$ cat config.mk
export PLATFORM = sky130hd
export DESIGN_NAME = st7735_spi_receiver
export DESIGN_NICKNAME = d
export VERILOG_FILES = /design/src/rtl/st7735_spi_receiver.sv
export SDC_FILE = /design/constraint.sdc
export NUM_CORES = 1
export LEC_CHECK = 0
export BUFFER_PORTS_ARGS = -buffer_cell sky130_fd_sc_hd__buf_4
export CORE_ASPECT_RATIO = 0.75
export CORE_UTILIZATION = 35
export CTS_BUF_LIST = sky130_fd_sc_hd__clkbuf_8
export DETAILED_ROUTE_END_ITERATION = 6
export PLACE_DENSITY = 0.58
export SLEW_MARGIN = 20
export SYNTH_ARGS = -nofsm -noshare
export SYNTH_HDL_FRONTEND = slang
export SYNTH_SLANG_ARGS = --single-unit
$ cat constraint.sdc
create_clock -name clk_main -period 5.4 [get_ports clk_main]
set_input_delay 0.27 -clock clk_main [delete_from_list [all_inputs] [get_ports clk_main]]
set_output_delay 0.27 -clock clk_main [all_outputs]
set_load 0.1 [all_outputs]
$ cat src/rtl/st7735_spi_receiver.sv
// Display-side ST7735 4-wire SPI receiver: synchronizes the serial link, assembles bytes
// and decodes CASET/RASET/RAMWR into addressed RGB565 pixel writes.
module st7735_spi_receiver #(
    parameter int ADDR_W = 7,
    parameter int X_MAX  = 127,
    parameter int Y_MAX  = 127
) (
    input  logic              clk_main,
    input  logic              rst,
    input  logic              spi_clk,
    input  logic              spi_mosi,
    input  logic              spi_d_c,
    input  logic              spi_ss,
    output logic              byte_valid,
    output logic [7:0]        byte_data,
    output logic              byte_is_cmd,
    output logic              pixel_valid,
    output logic [ADDR_W-1:0] pixel_addr_x,
    output logic [ADDR_W-1:0] pixel_addr_y,
    output logic [15:0]       pixel_data,
    output logic              frame_done,
    output logic              ramwr_active
);

    typedef enum logic [2:0] {
        ST_IDLE,
        ST_CASET,
        ST_RASET,
        ST_RAMWR_HI,
        ST_RAMWR_LO,
        ST_IGNORE
    } state_t;

    localparam logic [7:0]        CMD_CASET = 8'h2A;
    localparam logic [7:0]        CMD_RASET = 8'h2B;
    localparam logic [7:0]        CMD_RAMWR = 8'h2C;
    localparam logic [ADDR_W-1:0] ADDR_LAST = '1;
    localparam logic [ADDR_W-1:0] X_END_RST = ADDR_W'(X_MAX);
    localparam logic [ADDR_W-1:0] Y_END_RST = ADDR_W'(Y_MAX);

    logic [1:0] sclk_sync, mosi_sync, dc_sync, ss_sync;
    logic       sclk_prev, ss_prev;
    logic       sclk_rise;
    logic [2:0] bit_cnt;
    logic [6:0] shift_reg;

    state_t              state, state_next;
    logic [1:0]          param_cnt;
    logic [7:0]          param_hi;
    logic [ADDR_W-1:0]   stage_start;
    logic [7:0]          pix_hi;
    logic [ADDR_W-1:0]   x_start, x_end, y_start, y_end;
    logic [ADDR_W-1:0]   cur_x, cur_y;
    logic                x_wrap, y_wrap;

    // A byte whose 8th edge coincides with SS rising still counts, so the previous SS level is accepted too.
    assign sclk_rise = sclk_sync[1] & ~sclk_prev & (~ss_sync[1] | ~ss_prev);
    assign x_wrap    = (cur_x == x_end) || (cur_x == ADDR_LAST);
    assign y_wrap    = (cur_y == y_end) || (cur_y == ADDR_LAST);
    assign ramwr_active = (state == ST_RAMWR_HI) || (state == ST_RAMWR_LO);

    // NOTE: every clocked process uses <= so all registers update from pre-edge values.
    always_ff @(posedge clk_main or posedge rst) begin
        if (rst) begin
            sclk_sync   <= 2'b00;
            mosi_sync   <= 2'b00;
            dc_sync     <= 2'b00;
            ss_sync     <= 2'b11;
            sclk_prev   <= 1'b0;
            ss_prev     <= 1'b1;
            bit_cnt     <= 3'd0;
            shift_reg   <= 7'd0;
            byte_valid  <= 1'b0;
            byte_data   <= 8'd0;
            byte_is_cmd <= 1'b0;
        end else begin
            sclk_sync  <= {sclk_sync[0], spi_clk};
            mosi_sync  <= {mosi_sync[0], spi_mosi};
            dc_sync    <= {dc_sync[0], spi_d_c};
            ss_sync    <= {ss_sync[0], spi_ss};
            sclk_prev  <= sclk_sync[1];
            ss_prev    <= ss_sync[1];
            byte_valid <= 1'b0;
            if (sclk_rise) begin
                if (bit_cnt == 3'd7) begin
                    byte_data   <= {shift_reg, mosi_sync[1]};
                    byte_is_cmd <= ~dc_sync[1];
                    byte_valid  <= 1'b1;
                    bit_cnt     <= 3'd0;
                end else begin
                    shift_reg <= {shift_reg[5:0], mosi_sync[1]};
                    bit_cnt   <= bit_cnt + 3'd1;
                end
            end else if (ss_sync[1]) begin
                bit_cnt <= 3'd0;
            end
        end
    end

    always_ff @(posedge clk_main or posedge rst) begin
        if (rst) state <= ST_IDLE;
        else     state <= state_next;
    end

    // NOTE: the default assignment first keeps this block free of inferred latches.
    always_comb begin
        state_next = state;
        if (byte_valid) begin
            if (byte_is_cmd) begin
                case (byte_data)
                    CMD_CASET: state_next = ST_CASET;
                    CMD_RASET: state_next = ST_RASET;
                    CMD_RAMWR: state_next = ST_RAMWR_HI;
                    default:   state_next = ST_IGNORE;
                endcase
            end else begin
                case (state)
                    ST_CASET, ST_RASET: if (param_cnt == 2'd3) state_next = ST_IDLE;
                    ST_RAMWR_HI:        state_next = ST_RAMWR_LO;
                    ST_RAMWR_LO:        state_next = ST_RAMWR_HI;
                    default:            state_next = state;
                endcase
            end
        end
    end

    always_ff @(posedge clk_main or posedge rst) begin
        if (rst) begin
            param_cnt    <= 2'd0;
            param_hi     <= 8'd0;
            stage_start  <= '0;
            pix_hi       <= 8'd0;
            x_start      <= '0;
            x_end        <= X_END_RST;
            y_start      <= '0;
            y_end        <= Y_END_RST;
            cur_x        <= '0;
            cur_y        <= '0;
            pixel_valid  <= 1'b0;
            pixel_addr_x <= '0;
            pixel_addr_y <= '0;
            pixel_data   <= 16'd0;
            frame_done   <= 1'b0;
        end else begin
            pixel_valid <= 1'b0;
            frame_done  <= 1'b0;
            if (byte_valid) begin
                if (byte_is_cmd) begin
                    param_cnt <= 2'd0;
                    if (byte_data == CMD_RAMWR) begin
                        cur_x <= x_start;
                        cur_y <= y_start;
                    end
                end else begin
                    case (state)
                        ST_CASET, ST_RASET: begin
                            param_cnt <= param_cnt + 2'd1;
                            case (param_cnt)
                                2'd0, 2'd2: param_hi    <= byte_data;
                                2'd1:       stage_start <= ADDR_W'({param_hi, byte_data});
                                default: begin
                                    // The window only changes once all four parameters have arrived.
                                    if (state == ST_CASET) begin
                                        x_start <= stage_start;
                                        x_end   <= ADDR_W'({param_hi, byte_data});
                                    end else begin
                                        y_start <= stage_start;
                                        y_end   <= ADDR_W'({param_hi, byte_data});
                                    end
                                end
                            endcase
                        end
                        ST_RAMWR_HI: pix_hi <= byte_data;
                        ST_RAMWR_LO: begin
                            pixel_valid  <= 1'b1;
                            pixel_addr_x <= cur_x;
                            pixel_addr_y <= cur_y;
                            pixel_data   <= {pix_hi, byte_data};
                            if (x_wrap) begin
                                cur_x <= x_start;
                                if (y_wrap) begin
                                    cur_y      <= y_start;
                                    frame_done <= 1'b1;
                                end else begin
                                    cur_y <= cur_y + ADDR_W'(1);
                                end
                            end else begin
                                cur_x <= cur_x + ADDR_W'(1);
                            end
                        end
                        default: ;
                    endcase
                end
            end
        end
    end

endmodule

==> results of run 1 <==
layer usage:
layer	global-route usage	vias up	part of all wire
met5	0	-	0
met4	0.0684	0	0.017
met3	0.0436	19	0.049
met2	0.241	103	0.43
met1	0.245	1777	0.50
li1	-	1645	-
power breakdown:
group / total (mW) / switching [mW] / leakage (nW) / internal, mW
Clock: 0.948 / 0.385 / 0.225 / 0.563
Combinational: 0.0518 / 0.0275 / 1.27 / 0.0243
Sequential: 0.975 / 0.0181 / 1.64 / 0.957
Total: 1.97 / 0.430 / 3.14 / 1.54
layout make-up:
cell class | instances | share of cell area
Sequential cell | 124 | 0.495
Multi-Input combinational cell | 285 | 0.317
Timing Repair Buffer | 54 | 0.0658
Tap cell | 200 | 0.0397
Clock buffer | 18 | 0.0393
Clock inverter | 14 | 0.0345
Inverter | 13 | 0.00813
metrics by stage:
stage	util	total power, mW	hold slack (ps)	std cells	setup WS, ps
6_report	0.435	1.97	64.1	708	2990
3_3_place_gp	0.400	1.04	333	672	3130
2_1_floorplan	-	1.02	274	435	1860
3_5_place_dp	0.400	1.04	337	672	3060
5_1_grt	0.435	2.04	134	708	2880
4_1_cts	0.435	1.99	93.3	708	3050
critical path: stages, from the launching register on:
cell	delay (ps)
dfrtp_1	460
ha_1	280
and4_1	250
a31oi_1	300
o21a_1	520
nor2_1	180
a221o_1	320
cell usage in the layout, fill, tap and decap left out, types with 5 or more instances in the layout:
cell,netlist,routed
xnor2_1,7,7
mux2_2,59,59
mux2i_1,9,9
nand2_1,92,92
dfrtp_1,107,107
nand3_1,6,6
o21ai_0,22,22
bufinv_16,0,5
ha_1,7,7
clkbuf_8,0,18
buf_4,0,50
dfstp_2,17,17
nor2b_1,6,6
nor2_1,6,6
inv_1,13,12
a21oi_1,7,7
xor2_1,7,7
logic make-up (layout without fill, tap and decap cells):
family / Yosys count / after routing / synth area share
adders and majority gates: 7 / 7 / 0.0168
buffers and inverters: 26 / 99 / 0.0189
and+or+nand+nor: 130 / 130 / 0.112
AOI/OAI and AO/OA: 66 / 66 / 0.0864
muxes: 68 / 68 / 0.144
xor gates and xnor gates: 14 / 14 / 0.0235
DFF: 124 / 124 / 0.598
synthesized netlist by cell type (all sizes together), types with 2 or more instances:
cell type    n  area, um2
nand4        4       25.0
clkbuf       9       33.8
o22a         3       26.3
xor2         7       61.3
nor3b        3       37.5
a21oi        8       43.8
inv         13       48.8
mux2i        9       90.1
nand2       92        345
nand3        6       30.0
o22ai        2       12.5
dfstp       17        447
buf          4       16.3
nor2b        6       37.5
o211ai       3       22.5
dfrtp      107       2680
a22oi        3       22.5
a211oi       5       50.1
a31oi        2       12.5
and3         3       20.0
mux2        59        664
xnor2        7       61.3
nor2         6       22.5
a21o         3       22.5
ha           7       87.6
nor3         4       20.0
and2         2       12.5
o21ai       24        124
and4         2       17.5
worst paths after layout:
| kind | start | end | slack, ps | depth (start not counted) |
|---|---|---|---|---|
| worst max register to register | cur_x[0]$_DFFE_PP0P_ | cur_x[0]$_DFFE_PP0P_ | 2990 | 6 |
| worst min register to register | sclk_sync[0]$_DFF_PP0_ | sclk_sync[1]$_DFF_PP0_ | 350 | 0 |
| min in group clk_main | sclk_sync[0]$_DFF_PP0_ | sclk_sync[1]$_DFF_PP0_ | 350 | 0 |
| max in group asynchronous | rst | byte_data[5]$_DFFE_PP0P_ | 4180 | 3 |
| worst max-delay path | cur_x[0]$_DFFE_PP0P_ | cur_x[0]$_DFFE_PP0P_ | 2990 | 6 |
| worst min-delay path | rst | mosi_sync[0]$_DFF_PP0_ | 60 | 2 |
repair_timing:
| item | CTS | global route |
|---|---|---|
| hold buffers | 4 | 0 |
| resized for setup | 0 | 0 |
| endpoints found under the hold margin | 4 | 0 |
==> metrics.txt, run 1 <==
CTS H-tree lvls=4; placer congestion estimate=~0.85; max-slew violations=0; vias in the first global route=3,553; Mapped Cells=435; largest reg by FF count=pixel_data; Synth Net Count=448; Die X=between 100 and 150 um; area of the multi-input gates=2000 um2; max-cap viol count=0; crit start category=flip-flop; Slew headroom=0.343; Clock Tree Buf Depth=2; main flop type after synthesis=dfrtp_1; largest net degree at the start of global routing=81; DR vias=roughly 3,500; All-Layer GR Usage=0.170; initial antenna violation count=0; Vias/cell=5.01; Register Area=roughly 3100 um2; n_diodes=0; wire per inst=17.0 um; 1st-iter DRT viols=300; Yosys cell types=50; Post-DRT Antenna Nets=0; DRT Pass-1 Iters=4; Setup TNS=0 ps; CP required=5730 ps; Final Cycle Share=0.447; Setup Skew=about 11 ps; Largest register FFs=16; # port buffers=48; post-synthesis sequential area ratio=0.598; Syn. warnings=0; Post-CTS Repair Setup Buffers=0; DRC violations left=0; CTS root buffer=clkbuf_8; Worst Hold Class=input pin to asynchronous set/reset pin; Fmax=between 0.4 and 0.5 GHz; first-pass GRT wire length=19,300 um; CP endpoint kind=flip-flop; HPWL after DPL=7970 um; Leakage=3.14 nW; largest registers=pixel_data x16, byte_data x8, pix_hi x8; RSZ-0062 raised after global routing=no; fraction of final layout cells sized beyond drive strength 1=0.331; Crit Path Class=flip-flop to flip-flop; Pwr Density=between 300 and 400 nW/um2; I/O Pins=49; CTS Sinks=approximately 120; area growth from synthesis to layout=20.7%; arrival time at the worst endpoint=2740 ps; placed instance area=5800 um2; Avg Inst Size Synth=about 12 um2; Async SR Flop Fraction=1.00; gr ovfl total=0; Worst Tran Pin Value=between 900 and 1000 ps; critical path peak fanout=13; fin crit period=between 2000 and 2500 ps; Final Hold Vio Count=0; flops & latches, synth=124; final std cell area, no fill=6310 um2; Fillers=roughly 1,400; CTS Buf Count=17; synthesized area=5230 um2; die area=15,400 um2; total core area=14,500 um2; Clock transition at path regs=80 ps; final net count=just over 500; endpoints failing setup=0; Post-synth EDFFs=0; TritonCTS clock tree=built; Initial Util=0.360; Die H=approximately 110 um; status=finished clean; routed wire length=between 10,000 and 15,000 um; Clk Latency, worst-skew pair=440 ps; Worst VDD drop=~0.00015 V; # rows=38
(Power assumes the default switching activity.)
==> run 2: changes to the inputs <==
Settings changed: PLACE_DENSITY 0.58 to 0.6.
Clock period 5.4 ns to 2.02 ns, I/O delays scaled along.
==> metrics.txt, run 2 (same netlist as run 1, synthesis figures left out) <==
I/O Pins=49 (unchanged); slowest CP cell=dfrtp_1; All-Layer GR Usage=0.170 (-0.000490); die area=15,400 um2 (unchanged); worst-path cell chain=buf_4, xnor2_1, nand3_1, o21ai_2, nand2_2, o32a_1; Die H=108 um (unchanged); Crit path largest cell delay=420 ps (-100 ps); Clock transition at path regs=70 ps (about the same); Crit Path Class=flip-flop to flip-flop; fraction of final layout cells sized beyond drive strength 1=0.390 (+0.0593); Final Cycle Share=0.957 (+0.510); commonest non-fill, non-tap cell in the layout=dfrtp_1; Worst VDD drop=0.000384 V (+150%); cell family with most CP delay=compound AO/OA/AOI/OAI gates; TritonCTS clock tree=built; Final Hold Vio Count=0 (unchanged); vias in the first global route=3,666 (+3.2%); Pwr Density=733 nW/um2 (+130%); crit start category=flip-flop; Die X=143 um (unchanged); # rows=38 (unchanged); first-pass GRT wire length=19,300 um (+0.25%); largest registers=pixel_data x16, byte_data x8, pix_hi x8; largest reg by FF count=pixel_data; Setup Skew=14.7 ps (+3.73 ps); Vias/cell=4.89 (-2.3%); Sw Pwr=1.07 mW (+150%); # port buffers=48 (unchanged); HPWL after DPL=8310 um (+4.3%); gr ovfl total=0 (unchanged); CP endpoint kind=flip-flop; placer congestion estimate=0.900 (+5.7%); Post-DRT Antenna Nets=0 (unchanged); total power=4.82 mW (+140%); Clk Latency, worst-skew pair=430 ps (about the same); Setup TNS=0 ps (unchanged); Worst Hold Class=input pin to asynchronous set/reset pin; Cell Int Power=3.75 mW (+140%); status=finished clean; area growth from synthesis to layout=25.7%; endpoints failing setup=0 (unchanged); critical path peak fanout=6 (-7); Clock power frac=0.428 (-0.052); fin crit period=1930 ps (-479 ps); routed wire length=12,100 um (+0.57%); initial antenna violation count=0 (unchanged); Gate power share=0.032 (+0.006); DRT Pass-1 Iters=4 (unchanged); DR vias=3,630 (+2.4%); Switching Fraction=0.222 (+0.00416); final core utilization=0.453 (+0.0180); max-cap viol count=0 (unchanged); Clock Tree Buf Depth=2 (unchanged); DRC violations left=0 (unchanged); CTS Buf Count=17 (unchanged); arrival time at the worst endpoint=2240 ps (-500 ps); max-slew violations=0 (unchanged); 1st-iter DRT viols=193 (-36%); Largest register FFs=16 (unchanged); Leakage=3.29 nW (+4.8%); CP required=2330 ps (-3400 ps); wire per inst=16.3 um (-4.0%); Fmax=0.518 GHz (+25%); Worst Tran Pin Value=469 ps (-517 ps); final net count=541 (+6.5%); total core area=14,500 um2 (unchanged); crit path buf inv count=1 (+1); Slew headroom=0.686 (+0.344); CTS H-tree lvls=4 (unchanged); commonest cells after routing, fill and taps aside=dfrtp_1, nand2_1, buf_4; CTS root buffer=clkbuf_8; CTS Sinks=124 (unchanged); Seq pwr share=0.540 (+0.046); largest net degree at the start of global routing=63 (-22%); Initial Util=0.360 (unchanged)
[run 2: cell types whose count changed in the layout (fill, tap and decap cells not counted), sizes merged]
cell / delta
clkbuf: +4
clkinv: -2
buf: +32
dlygate4sd3: +1
inv: +2
bufinv: -4
diode: +1
[run 2: metal layers]
metal  global-route usage  vias to the layer above  routed length [um]
met5                    0                        -                   0
met1                0.237                     1826                5780
met4               0.0584                        0                 153
li1                     -                     1703                   -
met3               0.0458                       14                 763
met2                0.252                       87                5390
[run 2: power by group through the flow]
stage	logic, mW	clock network (mW)	registers, mW
final	0.153	2.06	2.60
after floorplan	0.103	0	2.64
after global routing	0.174	2.24	2.61
after CTS	0.158	2.12	2.60
after detailed placement	0.151	0	2.65
after global placement	0.145	0	2.64
[run 2: worst paths after layout]
kind	startpoint	endpoint	slack, ps	cells after the start
max in group asynchronous	rst	y_start[3]$_DFFE_PP0P_	1060	5
min reg2reg	sclk_sync[0]$_DFF_PP0_	sclk_sync[1]$_DFF_PP0_	350	0
max reg2reg	cur_x[1]$_DFFE_PP0P_	cur_y[6]$_DFFE_PP0P_	90	6
min	rst	pixel_addr_x[1]$_DFFE_PP0P_	230	3
min in group clk_main	spi_ss	ss_sync[0]$_DFF_PP1_	330	2
max	cur_x[1]$_DFFE_PP0P_	cur_y[6]$_DFFE_PP0P_	90	6
[run 2: stage by stage]
| stage | cells | hold WS (ps) | area [um2] | setup WS, ps |
|---|---|---|---|---|
| 2_1_floorplan | 435 | 105 | 5260 | 12.6 |
| 3_3_place_gp | 702 | 102 | 6090 | 99.0 |
| 3_5_place_dp | 702 | 111 | 6090 | 37.7 |
| 4_1_cts | 739 | 201 | 6520 | 23.4 |
| 5_1_grt | 741 | 226 | 6570 | -4.40 |
| 6_report | 742 | 225 | 6570 | 87.8 |
[run 2: final cells by class]
| cell class | count | area, um2 |
|---|---|---|
| Sequential cell | 124 | 3140 |
| Clock inverter | 10 | 75.1 |
| Timing Repair Buffer | 87 | 704 |
| Tap cell | 200 | 250 |
| Multi-Input combinational cell | 285 | 2050 |
| Clock buffer | 22 | 303 |
| Antenna cell | 1 | 2.50 |
| Fill cell | 1343 | 7930 |
| Inverter | 13 | 52.6 |
[run 2: worst register-to-register path, delay by kind of cell, from the launching register on]
kind	cells	cell delay (ps)
AO/OA/AOI/OAI	2	750
XOR/XNOR	1	140
buffers and inverters	1	160
flip-flops	1	420
AND/OR/NAND/NOR	2	370
[run 2: what timing repair did]
item	CTS	global route
hold buffers	5	0
hold endpoints to repair	46	0
resized for setup	0	6
setup endpoints to repair	0	13
setup buffers	0	1
